### config.mk
export PLATFORM = sky130hd
export DESIGN_NAME = div_issue
export DESIGN_NICKNAME = d
export VERILOG_FILES = /design/src/rtl/div_issue.sv
export SDC_FILE = /design/constraint.sdc
export NUM_CORES = 1
export LEC_CHECK = 0
export CELL_PAD_IN_SITES_DETAIL_PLACEMENT = 1
export CELL_PAD_IN_SITES_GLOBAL_PLACEMENT = 1
export CORE_MARGIN = 2
export CORE_UTILIZATION = 30
export DETAILED_ROUTE_END_ITERATION = 7
export PLACE_DENSITY_LB_ADDON = 0.1
export SYNTH_ARGS = -nofsm -noshare
export SYNTH_HDL_FRONTEND = slang
export SYNTH_SLANG_ARGS = --single-unit
### constraint.sdc
create_clock -name clk -period 3.1 [get_ports clk]
set_input_delay 0.62 -clock clk [delete_from_list [all_inputs] [get_ports clk]]
set_output_delay 0.62 -clock clk [all_outputs]
set_load 0.01 [all_outputs]
### src/rtl/div_issue.sv
// div_issue: execute-stage requester for the iterative 32-bit divider.
// Define DIV_RESULT_CACHE_EN to reuse the last result when the operands and signedness repeat.
module div_issue (
  input  logic        clk,
  input  logic        rst,
  input  logic        req_i,
  input  logic [2:0]  op_i,
  input  logic [31:0] rs1_i,
  input  logic [31:0] rs2_i,
  input  logic [4:0]  rd_i,
  input  logic        flush_i,
  input  logic [63:0] div_result_i,
  input  logic        div_ready_i,
  input  logic        div_busy_i,
  input  logic [2:0]  div_op_i,
  input  logic [4:0]  div_waddr_i,
  output logic        div_start_o,
  output logic [31:0] div_dividend_o,
  output logic [31:0] div_divisor_o,
  output logic [2:0]  div_op_o,
  output logic [4:0]  div_waddr_o,
  output logic        hold_o,
  output logic        reg_we_o,
  output logic [4:0]  reg_waddr_o,
  output logic [31:0] reg_wdata_o
);

  localparam logic [1:0] IDLE = 2'd0;
  localparam logic [1:0] WAIT = 2'd1;
  localparam logic [1:0] DONE = 2'd2;

  logic [1:0]  r_state;
  logic [31:0] r_dividend;
  logic [31:0] r_divisor;
  logic [2:0]  r_op;
  logic [4:0]  r_rd;
  logic [31:0] r_data;

  logic        w_accept;
  logic        w_ready_ok;
  logic        w_echo_ok;
  logic        w_hit;
  logic [31:0] w_hit_data;
  logic        w_unused_busy;

  // funct3[1] selects the remainder (REM/REMU) over the quotient (DIV/DIVU).
  function automatic logic [31:0] sel_word(input logic [2:0] op,
                                           input logic [31:0] quot,
                                           input logic [31:0] rem);
    return op[1] ? rem : quot;
  endfunction

  assign w_unused_busy = div_busy_i;
  assign w_accept      = (r_state == IDLE) && req_i && !flush_i;
  assign w_ready_ok    = (r_state == WAIT) && div_ready_i && !flush_i;
  assign w_echo_ok     = (div_op_i == r_op) && (div_waddr_i == r_rd);

`ifdef DIV_RESULT_CACHE_EN
  logic [31:0] r_c_dividend;
  logic [31:0] r_c_divisor;
  logic [31:0] r_c_quot;
  logic [31:0] r_c_rem;
  logic        r_c_signed;
  logic        r_c_valid;

  assign w_hit = r_c_valid && (rs1_i == r_c_dividend) && (rs2_i == r_c_divisor) &&
                 (r_c_signed == ~op_i[0]);
  assign w_hit_data = sel_word(op_i, r_c_quot, r_c_rem);

  always_ff @(posedge clk or negedge rst) begin
    if (!rst) begin
      r_c_dividend <= '0;
      r_c_divisor  <= '0;
      r_c_quot     <= '0;
      r_c_rem      <= '0;
      r_c_signed   <= 1'b0;
      r_c_valid    <= 1'b0;
    end else if (w_ready_ok && w_echo_ok) begin
      r_c_dividend <= r_dividend;
      r_c_divisor  <= r_divisor;
      r_c_quot     <= div_result_i[31:0];
      r_c_rem      <= div_result_i[63:32];
      r_c_signed   <= ~r_op[0];
      r_c_valid    <= 1'b1;
    end
  end
`else
  assign w_hit      = 1'b0;
  assign w_hit_data = '0;
`endif

  always_ff @(posedge clk or negedge rst) begin
    if (!rst) begin
      r_state    <= IDLE;
      r_dividend <= '0;
      r_divisor  <= '0;
      r_op       <= '0;
      r_rd       <= '0;
      r_data     <= '0;
    end else begin
      case (r_state)
        IDLE: begin
          if (w_accept) begin
            r_dividend <= rs1_i;
            r_divisor  <= rs2_i;
            r_op       <= op_i;
            r_rd       <= rd_i;
            if (w_hit) begin
              r_data  <= w_hit_data;
              r_state <= DONE;
            end else begin
              r_state <= WAIT;
            end
          end
        end
        WAIT: begin
          // A flush wins over a same-cycle ready; an echo mismatch drops the result.
          if (flush_i) begin
            r_state <= IDLE;
          end else if (div_ready_i) begin
            if (w_echo_ok) begin
              r_data  <= sel_word(r_op, div_result_i[31:0], div_result_i[63:32]);
              r_state <= DONE;
            end else begin
              r_state <= IDLE;
            end
          end
        end
        DONE:    r_state <= IDLE;
        default: r_state <= IDLE;
      endcase
    end
  end

  // Start falls in the ready cycle so the divider never sees a fresh launch.
  assign div_start_o    = (r_state == WAIT) && !div_ready_i && !flush_i;
  assign div_dividend_o = r_dividend;
  assign div_divisor_o  = r_divisor;
  assign div_op_o       = r_op;
  assign div_waddr_o    = r_rd;
  assign hold_o         = w_accept || (r_state == WAIT);
  assign reg_we_o       = (r_state == DONE);
  assign reg_waddr_o    = reg_we_o ? r_rd : '0;
  assign reg_wdata_o    = reg_we_o ? r_data : '0;

`ifndef SYNTHESIS
  a_echo_match: assert property (@(posedge clk) disable iff (!rst) w_ready_ok |-> w_echo_ok);
`endif

endmodule

==> impl_metrics.py <==
metrics = {
    "timing": {
        "report.final.slew_viol_count": 0,
        "hold_viol": 0,
        "tightestPinTransition_ps": 796,
        "period_needed_ps": 3010,
        "fin_worst_skew_ps": 6.88,
        "fin_crit_sh_pct": 97.1,
        "timing.fmax_mhz": 332,
        "finalSetupViolCount": 0,
        "relSlewSlack_pct": 46.9,
        "rsz0062_at_grt": "false",
        "tns_ps": 0,
        "setup_slack_ps": 90.4,
    },
    "floorplanning": {
        "die_y_um": 131,
        "core_area_mm2": 0.0158,
        "io_pins": 262,
        "dieArea_mm2": 0.0171,
        "start_util_pct": 30.5,
        "fp-row-count": 46,
        "die_width_um": 131,
    },
    "power": {
        "ir_worst_vdd_v": 0.000239,
        "p_per_area_mw_per_mm2": 477,
        "p_leak_nw": 3.78,
    },
    "yosys": {
        "synthTopCellsByCount": "nand2_1 (217), dfrtp_1 (106), and2_1 (37), mux2_2 (35), mux2_4 (29)",
        "synthTopCellsByArea": "dfrtp_1 (55%), nand2_1 (17%), mux2_4 (9.0%)",
        "synth_most_common_cell": "nand2_1",
        "synth_top_area_share_pct": 55.1,
        "async_reset_ff_share_pct": 100,
        "seq_area_frac_synth_pct": 55.1,
        "synth_cell_type_count": 20,
        "yosys_warnings": 0,
        "yosys_most_used_dff": "dfrtp_1",
        "netlist_instances": 470,
        "syn_area_per_cell_um2": 10.2,
        "syn_area_mm2": 0.00481,
        "synth-seq-cells": 106,
        "synth_edf_count": 0,
        "syn_nets": 620,
        "synth_largest_area_cell": "dfrtp_1",
    },
    "clock_network": {
        "ctsResizeCount": 0,
        "ctsRootBufferMaster": "clkbuf_16",
        "cts_tree": "done",
        "numClockSinks": 106,
        "numCtsBuffers": 9,
        "hold_buffers": 0,
        "cts_max_level": 3,
        "clk_pin_slew_ps": 70,
        "insertion_delay_ps": 350,
        "cts.path.max_buffers": 2,
        "post_cts_buffers": 0,
    },
    "critical_path": {
        "cp.arrival_ps": 2390,
        "crit_type": "in -> out",
        "worst_setup_path_start_kind": "input pin",
        "endpoint_kind": "primary output",
        "crit_required_ps": 2480,
        "worstPathMaxFanout": 2,
    },
    "route": {
        "drtPass1Iterations": 4,
        "finalWirelength_um": 15300,
        "vias": 4133,
        "drc": 0,
        "viasPerCell": 4.37,
        "drt_iter0_markers": 157,
        "wl_per_cell_um": 16.2,
        "ant_nets": 0,
    },
    "worst_hold_path": {
        "min_path_type": "in -> async",
    },
    "placed_design": {
        "post-place-ws_ps": 94.3,
        "gp_congestion": 0.755,
        "dp_hpwl_um": 11400,
        "port_buffers": 260,
    },
    "outcome": {
        "status": "complete, no violations",
    },
    "run": {
        "maxCapViolCount": 0,
    },
    "global_routing": {
        "grt-ovfl-total": 0,
        "grt_pass1_vias": 4399,
        "track_usage_pct": 18.2,
        "antenna_found_initial": 0,
        "grt_pass1_wl_um": 23600,
        "grt_max_degree": 74,
    },
    "final_layout": {
        "area_delta_synth_final_pct": 65.0,
        "fin_nets": 875,
        "antenna_cells": 0,
        "drive_above_1_share_pct": 12.9,
    },
}
## metal layers
layer  global-route usage [%]  routed length, um  up-vias
met5                        0                  0        -
met4                     6.70                303        0
met3                     5.94               1460       16
met2                     30.9               7390      150
met1                     21.6               6190     1990
li1                         -                  -     1977
## layout by cell type (no fill, tap or decap), types with 2 or more instances in the layout
cell type        instances
and2_1                  37
clkbuf_1                 2
nand2b_1                 2
mux2_2                  35
clkinv_2                 2
clkbuf_16                9
clkdlybuf4s50_1        259
nand2_1                217
xor2_1                   8
dfrtp_1                106
buf_4                   11
mux2_4                  29
## final timing paths
| path | start | endpoint | slack, ps | cells after the start |
|---|---|---|---|---|
| min in group clk | div_divisor_o[9]$_DFFE_PN0P_ | div_divisor_o[9]$_DFFE_PN0P_ | 470 | 2 |
| hold / removal | rst | r_data[3]$_DFFE_PN0P_ | 340 | 1 |
| max in group asynchronous | rst | div_dividend_o[5]$_DFFE_PN0P_ | 1920 | 2 |
| setup reg to reg | div_op_o[1]$_DFFE_PN0P_ | r_data[4]$_DFFE_PN0P_ | 1090 | 6 |
| setup / recovery | req_i | hold_o | 90 | 4 |
| hold reg to reg | div_divisor_o[9]$_DFFE_PN0P_ | div_divisor_o[9]$_DFFE_PN0P_ | 470 | 2 |
## registers in the layout (all words and copies together) (netlist names)
name and flops:
div_dividend_o 32, div_divisor_o 32, div_op_o 3, div_waddr_o 5
r_state 2, r_data 32
## worst max-delay path: stages
cell and delay [ps]:
clkdlybuf4s50_1 480, or4b_2 620, nand2_1 100, clkdlybuf4s50_1 570
## power by group
part / internal (mW) / total [mW] / switching [mW] / leakage (nW)
clock network: 0.643 / 1.14 / 0.498 / 0.142
registers: 1.55 / 1.65 / 0.101 / 1.37
logic: 0.593 / 0.996 / 0.403 / 2.27
## per-stage QoR
step	hold slack (ps)	utilization, %	instance area [um2]	power (mW)	std cells
3_5_place_dp	465	48.5	7650	2.70	930
3_3_place_gp	456	48.5	7650	2.67	930
4_1_cts	365	50.3	7940	3.86	945
5_1_grt	390	50.3	7940	4.00	945
6_report	338	50.3	7940	3.79	945
2_1_floorplan	324	-	4810	2.04	470
## cell families (layout without fill, tap and decap cells)
group                     after synthesis  count (layout)  synth area share (%)
xor gates and xnor gates                8               8                  1.46
buffers and inverters                  28             287                  2.83
and+or+nand+nor                       264             264                  23.3
DFF                                   106             106                  55.1
muxes                                  64              64                  17.2
## cell type report
class,count,area [um2]
Clock buffer,12,246
Clock inverter,3,40.0
Fill cell,1775,7830
Inverter,1,3.75
Multi-Input combinational cell,336,2030
Sequential cell,106,2650
Tap cell,216,270
Timing Repair Buffer,271,2700
(Power assumes the default switching activity.)
